[config.mk]
export PLATFORM = sky130hd
export DESIGN_NAME = mult_seq16_flat
export DESIGN_NICKNAME = d
export VERILOG_FILES = /design/src/rtl/mult_seq16_if.sv /design/src/rtl/mult_seq16.sv /design/src/flat_wrapper.sv
export SDC_FILE = /design/constraint.sdc
export NUM_CORES = 1
export LEC_CHECK = 0
export BUFFER_PORTS_ARGS = -buffer_cell sky130_fd_sc_hd__buf_2
export CORE_UTILIZATION = 25
export DETAILED_ROUTE_END_ITERATION = 12
export MAX_ROUTING_LAYER = met4
export PLACE_DENSITY_LB_ADDON = 0.15
export SKIP_CTS_REPAIR_TIMING = 1
export SLEW_MARGIN = 10
export SYNTH_ARGS = -nofsm -noshare
export SYNTH_HDL_FRONTEND = slang
export SYNTH_SLANG_ARGS = --single-unit
[constraint.sdc]
create_clock -name clk -period 3 [get_ports clk]
set_clock_uncertainty 0.2 [all_clocks]
set_input_delay 0.45 -clock clk [delete_from_list [all_inputs] [get_ports clk]]
set_output_delay 0.45 -clock clk [all_outputs]
set_load 0.02 [all_outputs]
[src/rtl/mult_seq16_if.sv]
// Multiplier request/response bundle: execute stage drives start/flush/operands,
// the multiplier returns busy, a done pulse and the held product.
interface mult_seq16_if #(
   parameter int WIDTH = 16
) ();
   logic                 start;
   logic                 flush;
   logic [WIDTH-1:0]     opA;
   logic [WIDTH-1:0]     opB;
   logic                 busy;
   logic                 done;
   logic [2*WIDTH-1:0]   product;

   modport master (
      output start, flush, opA, opB,
      input  busy, done, product
   );

   modport slave (
      input  start, flush, opA, opB,
      output busy, done, product
   );
endinterface

[src/rtl/mult_seq16.sv]
// Radix-2 shift-add unsigned multiplier on a nibble-grouped CLA; done pulses WIDTH+1
// cycles after start is accepted. No backpressure: start is ignored while iterating.
module cla_block (
   input  logic [3:0] a,
   input  logic [3:0] b,
   input  logic       cin,
   output logic [3:0] sum,
   output logic       cout
);
   logic [3:0] gen;
   logic [3:0] prop;
   logic [4:0] c;

   always_comb begin
      gen  = a & b;
      prop = a ^ b;
      c[0] = cin;
      c[1] = gen[0] | (prop[0] & cin);
      c[2] = gen[1] | (prop[1] & gen[0]) | (prop[1] & prop[0] & cin);
      c[3] = gen[2] | (prop[2] & gen[1]) | (prop[2] & prop[1] & gen[0])
           | (prop[2] & prop[1] & prop[0] & cin);
      c[4] = gen[3] | (prop[3] & gen[2]) | (prop[3] & prop[2] & gen[1])
           | (prop[3] & prop[2] & prop[1] & gen[0])
           | (prop[3] & prop[2] & prop[1] & prop[0] & cin);
      sum  = prop ^ c[3:0];
      cout = c[4];
   end
endmodule

module mult_seq16 #(
   parameter int WIDTH = 16
) (
   input  logic          clk,
   input  logic          rst,
   mult_seq16_if.slave   bus
);
   localparam int NG = WIDTH / 4;
   localparam int CW = $clog2(WIDTH);
   localparam logic [CW-1:0] LAST = CW'(WIDTH - 1);

   typedef enum logic [1:0] {
      ST_IDLE = 2'd0,
      ST_RUN  = 2'd1,
      ST_DONE = 2'd2
   } state_t;

   state_t               state_q, state_d;
   logic                 busy_q, busy_d;
   logic                 done_q, done_d;
   logic [CW-1:0]        count_q, count_d;
   logic [2*WIDTH-1:0]   acc_q, acc_d;
   logic [WIDTH-1:0]     mcand_q, mcand_d;
   logic [2*WIDTH-1:0]   product_q, product_d;

   logic [WIDTH-1:0]     addend;
   logic [WIDTH-1:0]     sum;
   logic [NG:0]          carry;
   logic [2*WIDTH-1:0]   shifted;

   assign addend   = acc_q[0] ? mcand_q : '0;
   assign carry[0] = 1'b0;

   for (genvar gi = 0; gi < NG; gi++) begin : g_cla
      cla_block u_cla (
         .a    (acc_q[WIDTH + 4*gi +: 4]),
         .b    (addend[4*gi +: 4]),
         .cin  (carry[gi]),
         .sum  (sum[4*gi +: 4]),
         .cout (carry[gi+1])
      );
   end

   // The CLA carry-out becomes the top bit after the shift; losing it breaks the high half.
   assign shifted = {carry[NG], sum, acc_q[WIDTH-1:1]};

   always_comb begin
      state_d   = state_q;
      busy_d    = 1'b0;
      done_d    = 1'b0;
      count_d   = count_q;
      acc_d     = acc_q;
      mcand_d   = mcand_q;
      product_d = product_q;

      case (state_q)
         ST_IDLE, ST_DONE: begin
            state_d = ST_IDLE;
            if (bus.start && !bus.flush) begin
               state_d = ST_RUN;
               busy_d  = 1'b1;
               mcand_d = bus.opA;
               acc_d   = {{WIDTH{1'b0}}, bus.opB};
               count_d = '0;
            end
         end
         ST_RUN: begin
            acc_d   = shifted;
            count_d = count_q + CW'(1);
            busy_d  = 1'b1;
            if (count_q == LAST) begin
               state_d   = ST_DONE;
               busy_d    = 1'b0;
               done_d    = 1'b1;
               product_d = shifted;
            end
         end
         default: state_d = ST_IDLE;
      endcase

      // An aborted operation must not disturb the last completed product.
      if (bus.flush) begin
         state_d   = ST_IDLE;
         busy_d    = 1'b0;
         done_d    = 1'b0;
         product_d = product_q;
      end
   end

   always_ff @(posedge clk or posedge rst) begin
      if (rst) begin
         state_q   <= ST_IDLE;
         busy_q    <= 1'b0;
         done_q    <= 1'b0;
         count_q   <= '0;
         acc_q     <= '0;
         mcand_q   <= '0;
         product_q <= '0;
      end else begin
         state_q   <= state_d;
         busy_q    <= busy_d;
         done_q    <= done_d;
         count_q   <= count_d;
         acc_q     <= acc_d;
         mcand_q   <= mcand_d;
         product_q <= product_d;
      end
   end

   assign bus.busy    = busy_q;
   assign bus.done    = done_q;
   assign bus.product = product_q;
endmodule

[src/flat_wrapper.sv]
// flat-port wrapper written by rule: the top's interface ports become plain ports
module mult_seq16_flat 
#(
   parameter int WIDTH = 16
)
  (clk, rst, bus_start, bus_flush, bus_opA, bus_opB, bus_busy, bus_done, bus_product);
  mult_seq16_if #(.WIDTH(WIDTH)) bus_i ();
  input  logic clk;
  input  logic rst;
  input wire logic [$bits(bus_i.start)-1:0] bus_start;
  input wire logic [$bits(bus_i.flush)-1:0] bus_flush;
  input wire logic [$bits(bus_i.opA)-1:0] bus_opA;
  input wire logic [$bits(bus_i.opB)-1:0] bus_opB;
  output wire logic [$bits(bus_i.busy)-1:0] bus_busy;
  output wire logic [$bits(bus_i.done)-1:0] bus_done;
  output wire logic [$bits(bus_i.product)-1:0] bus_product;
  assign bus_i.start = bus_start;
  assign bus_i.flush = bus_flush;
  assign bus_i.opA = bus_opA;
  assign bus_i.opB = bus_opB;
  assign bus_busy = bus_i.busy;
  assign bus_done = bus_i.done;
  assign bus_product = bus_i.product;
  mult_seq16 #(.WIDTH(WIDTH)) u_core (.clk(clk), .rst(rst), .bus(bus_i));
endmodule
==> results.ini, run 1 <==
[run_status]
outcome = completed

[synthesis]
ys_ff_latch = 88
avgSynthCellArea_um2 = 9.25
synth_xor_area_share_pct = 2.34
yosys-mux-area-fraction_pct = 0.547
synthTopCellsByCount = 133 x nand2_1, 88 x dfrtp_1, 37 x nor2_1
yosysMostFrequentCell = nand2_1
syn_area_um2 = 4120
synth_edf_count = 0
synth.area.top_cells = dfrtp_1 53%, nand2_1 12%, ha_1 5.2%, o21ai_0 3.6%, nor2_1 3.4%
synth_top_family_by_area = simple AND/OR/NAND/NOR gates
synth.distinct_cells = 41
synthFlopType = dfrtp_1
synthesis.instances = 445
seq_area_frac_synth_pct = 53.5
synth_compound_area_share_pct = 11.4
synthSimpleGateAreaFrac_pct = 22.1
synth.net_count = 502
yosysTopAreaCell = dfrtp_1
async_flop_share_pct = 100
yosysWarnings = 0
yosys.area_share.adder_pct = 7.11
yosysTopAreaCellShare_pct = 53.5

[setup_path]
r2r_slack_ns = 0.13
endpoint_kind = flip-flop
critPathLaunchType = flip-flop
crit_path_end = u_core.acc_q[27]
cpMaxStageDelayCell = or4_4
path_delay_family = simple AND/OR/NAND/NOR gates
cp.arrival_ns = 2.89
critPathMostFrequentCell = nand2_1
timing.rr.end = u_core.acc_q[27]
crit_chain = and2_1 -> ha_2 -> nand2_1 -> or4_4 -> o22ai_2 -> or2b_4 -> fa_1 -> nand2_1 -> o21ai_0
critPathMaxFanout = 13
crit_start = u_core.acc_q[0]
cpPeakStageDelay_ns = 0.52
cp_num_cells = 9
critical_path_class = flip-flop to flip-flop
required_ns = 3.02
path_buf_inv = 0
r2r_start = u_core.acc_q[0]
r2r_cells = 9

[timing]
tightestPinTransition_ns = 0.675
slew_headroom_pct = 54.9
hold_viol_final = 0
max_freq_mhz = 348
finalCritPeriodShare_pct = 95.7
rsz0062_at_grt = yes
period_minus_slack_ns = 2.87
fin_tns_setup_ns = 0
setup_viol = 0
slew_violations = 0

[grt]
grt_pass1_wl_um = 16600
antenna_found_initial = 0
grt_overflow = 0
track_usage_pct = 13.7
grt_max_degree = 58
grt_pass1_vias = 3181

[finish]
antenna_cells = 0
area_growth_pct = 24.8
final_layout_size_suffix_gt1_share_pct = 21.8
multi_input_area_um2 = 1820
final_util_pct = 32.1
fin_nets = 575
finalNonFillerCells = 739
n_fill_cell = 1745
seqCellArea_um2 = 2200

[clock_tree]
cts_max_level = 3
clk_pin_slew_worst_paths_ns = 0.06
cts_tree = yes
cts_sinks = 88
insertion_delay_ns = 0.35
clockRootBuffer = clkbuf_16
clockBufferDepth = 2
numCtsBuffers = 9

[floorplan]
initial_core_util_pct = 25.7
core_um2 = 16000
die_area_um2 = 17000
row_count = 46
fp.dieW_um = 130
die_height_um = 130
ios = 70

[detailed_routing]
drt_wl_total_um = 10300
ant_nets = 0
drt-vias-per-instance = 4.28
drt_iter0_drc = 136
drc = 0
wl_per_cell_um = 13.9
firstDrtPassIters = 4
vias = 3165

[place]
numPortBuffers = 69
dp.cells = 722
hpwl_um = 7210
finalWeightedCongestion = 0.799

[power_and_ir_drop]
vdd_drop_max_v = 0.000304
p_total_mw = 4.00
p_leak_nw = 2.63
powerDensity_nw_per_um2 = 779

[min_path]
min_path_type = input pin to flip-flop

[job]
cap_violations = 0

==> worst min-delay path by stage <==
| stage | start | to | slack, ns | depth (start not counted) |
|---|---|---|---|---|
| after floorplan | u_core.mcand_q[0] | u_core.mcand_q[0] | 0.24 | 2 |
| after global placement | u_core.bus.product[12] | u_core.bus.product[12] | 0.25 | 2 |
| after detailed placement | u_core.bus.product[7] | u_core.bus.product[7] | 0.26 | 2 |
| after CTS | rst | u_core.bus.done | -0.04 | 2 |
| after global routing | bus_opA[5] | u_core.mcand_q[5] | 0.09 | 3 |
| final | bus_opA[5] | u_core.mcand_q[5] | 0.1 | 3 |
==> registers in the layout, summed over array words and instances, names as in the netlist <==
signal / flops
u_core.acc_q: 32
u_core.mcand_q: 16
u_core.count_q: 4
u_core.state_q: 2
u_core.bus.product: 32
u_core.bus.busy: 1
u_core.bus.done: 1
==> kinds of logic (layout without fill, tap and decap cells) <==
family,count (synthesis),in the layout
adder cells (fa/ha/maj),21,21
multiplexers,2,2
flip-flops,88,88
XOR/XNOR,11,11
AO/OA/AOI/OAI,75,75
buffers and inverters,34,112
AND/OR/NAND/NOR,214,214
==> cell usage in the layout, fill, tap and decap left out, types with 3 or more instances in the layout <==
cell and instances:
a21o_1 5, dfrtp_1 87, ha_1 16, nand2_1 133, xnor2_1 7, buf_2 69
buf_4 14, and2_1 15, o22ai_1 16, a21oi_1 8, nand3_1 15, nor2_1 37
fa_1 4, clkbuf_16 9, xor2_1 3, inv_1 10, o21ai_0 30
==> metal layers <==
metal | vias up | track usage [%] | wire length, µm
li1 | 1628 | - | -
met3 | 11 | 2.83 | 357
met1 | 1466 | 18.1 | 5270
met5 | - | - | 0
met2 | 60 | 19.9 | 4450
met4 | 0 | 6.69 | 192
==> report_power, final <==
part | switching [mW] | internal, mW
clock | 0.467 | 0.751
sequential | 0.187 | 1.44
combinational | 0.666 | 0.497
total | 1.32 | 2.68
==> final cells by class <==
type                            instances  area share [%]
Clock buffer                           11            4.72
Clock inverter                          5            1.56
Inverter                               11           0.828
Multi-Input combinational cell        323            35.4
Sequential cell                        88            42.9
Tap cell                              216            5.26
Timing Repair Buffer                   85            9.35
==> metrics by stage <==
stage | worst slack [ns] | hold slack [ns] | instance area [µm²]
global route | -0.0392 | 0.0907 | 5140
global placement | 0.0330 | 0.252 | 4780
detailed placement | -0.0610 | 0.257 | 4780
finish | 0.129 | 0.0966 | 5140
CTS | -0.0470 | -0.0397 | 5100
floorplan | 0.0714 | 0.238 | 4120
==> worst reg2reg max path: stages (launching register included) <==
cell and delay, ns:
dfrtp_2 0.48, and2_1 0.17, ha_2 0.37, nand2_1 0.11, or4_4 0.52, o22ai_2 0.15, or2b_4 0.16, fa_1 0.44
nand2_1 0.07, o21ai_0 0.08
(Power assumes the default switching activity.)
==> inputs of run 2 (changes only) <==
PLACE_DENSITY_LB_ADDON = 0.05   (was 0.15)
==> run 2 against run 1 <==
Final cell count increased by 0.41%. Clock-buffer cell count shrank 2. Fmax shrank 0.53%. Register-to-register slack got worse by 0.02 ns. Flip-flop and latch count did not move. Critical path depth is 1 higher. Via count up 2.2%. Sequential power is essentially flat. Sequential share of layout area down 0.19 points. Critical path type unchanged. Critical endpoint is now u_core.acc_q[28]. Largest cell class unchanged. Largest power group unchanged.
==> results.ini, run 2 (synthesized netlist as in run 1, its figures left out) <==
[detailed_routing]
drt_wl_total_um = 11000
drt_iter0_drc = 170
drc = 0
ant_nets = 0
drt-vias-per-instance = 4.36
firstDrtPassIters = 4
wl_per_cell_um = 14.8
vias = 3234

[floorplan]
die_height_um = 130
row_count = 46
ios = 70
die_area_um2 = 17000
fp.dieW_um = 130
core_um2 = 16000
initial_core_util_pct = 25.7

[finish]
area_growth_pct = 25.3
antenna_cells = 0
final_cell_mix = 133 x nand2_1, 87 x dfrtp_1, 70 x buf_2, 37 x nor2_1, 30 x o21ai_0
mostFrequentLayoutCell = nand2_1
final_util_pct = 32.2
fin_area_um2 = 5160
finalNonFillerCells = 742
fin_nets = 578
final_layout_size_suffix_gt1_share_pct = 23.2

[clock_tree]
cts_sinks = 88
cts_tree = yes
clockBufferDepth = 2
clk_pin_slew_worst_paths_ns = 0.07
insertion_delay_ns = 0.34
clockRootBuffer = clkbuf_16
cts_max_level = 3
numCtsBuffers = 9

[timing]
tightestPinTransition_ns = 0.803
period_minus_slack_ns = 2.89
rsz0062_at_grt = yes
slew_violations = 0
fin_hold_ws_ns = 0.0932
setup_viol = 0
max_freq_mhz = 347
hold_viol_final = 0
slew_headroom_pct = 46.4
finalCritPeriodShare_pct = 96.2

[grt]
track_usage_pct = 14.4
grt_pass1_wl_um = 17800
antenna_found_initial = 0
grt_max_degree = 67
grt_pass1_vias = 3235
grt_overflow = 0

[setup_path]
path_buf_inv = 1
critPathLaunchType = flip-flop
cp.arrival_ns = 2.89
critPathMaxFanout = 7
endpoint_kind = flip-flop
cpMaxStageDelayCell = dfrtp_2
cpPeakStageDelay_ns = 0.44
critical_path_class = flip-flop to flip-flop
crit_chain = buf_4 -> and2_1 -> ha_1 -> a21o_1 -> a2bb2oi_2 -> o22ai_4 -> or2b_4 -> fa_1 -> xnor2_2 -> o21ai_0
required_ns = 3.01
path_delay_family = adder cells

[place]
hpwl_um = 7450
place_area_um2 = 4780
numPortBuffers = 69
finalWeightedCongestion = 0.775
dp.cells = 722

[power_and_ir_drop]
vdd_drop_max_v = 0.000293
powerDensity_nw_per_um2 = 762
p_leak_nw = 2.62
p_total_mw = 3.93

[run_status]
outcome = completed

[job]
cap_violations = 0

[min_path]
min_path_type = input pin to flip-flop

==> run 2: final timing paths <==
kind	startpoint	endpoint	slack [ns]	cells after the start
worst max-delay path	u_core.acc_q[0]	u_core.acc_q[28]	0.11	10
worst min-delay path	bus_opA[5]	u_core.mcand_q[5]	0.09	3
worst max register to register	u_core.acc_q[0]	u_core.acc_q[28]	0.11	10
worst min register to register	u_core.bus.product[8]	u_core.bus.product[8]	0.27	2
max in group asynchronous	rst	u_core.acc_q[0]	1.44	4
min in group asynchronous	rst	u_core.bus.product[18]	0.45	3
==> run 2: area by class of cell <==
cell class | instances | area, µm²
multi-input cells | 323 | 1870
fillers | 1759 | 10800
clock inverters | 7 | 48.8
flip-flops and latches | 88 | 2200
inverters | 11 | 42.5
repair buffers | 88 | 500
well taps | 216 | 270
clock buffers | 9 | 225
==> run 2: per-stage QoR <==
step / TNS, ns / worst slack, ns
6_report: 0 / 0.114
5_1_grt: -0.123 / -0.0441
4_1_cts: -0.123 / -0.0327
3_5_place_dp: -0.0888 / -0.0335
3_3_place_gp: 0 / 0.0377
2_1_floorplan: 0 / 0.0714
==> run 2: power by group <==
part / total, mW / leakage (nW) / switching [mW] / internal, mW
Sequential: 1.63 / 1.10 / 0.192 / 1.43
Combinational: 1.25 / 1.38 / 0.704 / 0.542
Clock: 1.06 / 0.135 / 0.496 / 0.561
==> run 2: worst min-delay path, stage by stage <==
cell,delay (ns)
buf_2,0.07
nand2_1,0.04
nand2_1,0.04
==> run 2: per-layer routing <==
metal	wire length, µm	global-route usage, %
met5	0	-
met4	201	6.29
met3	475	2.54
met2	4690	20.1
met1	5620	20.3
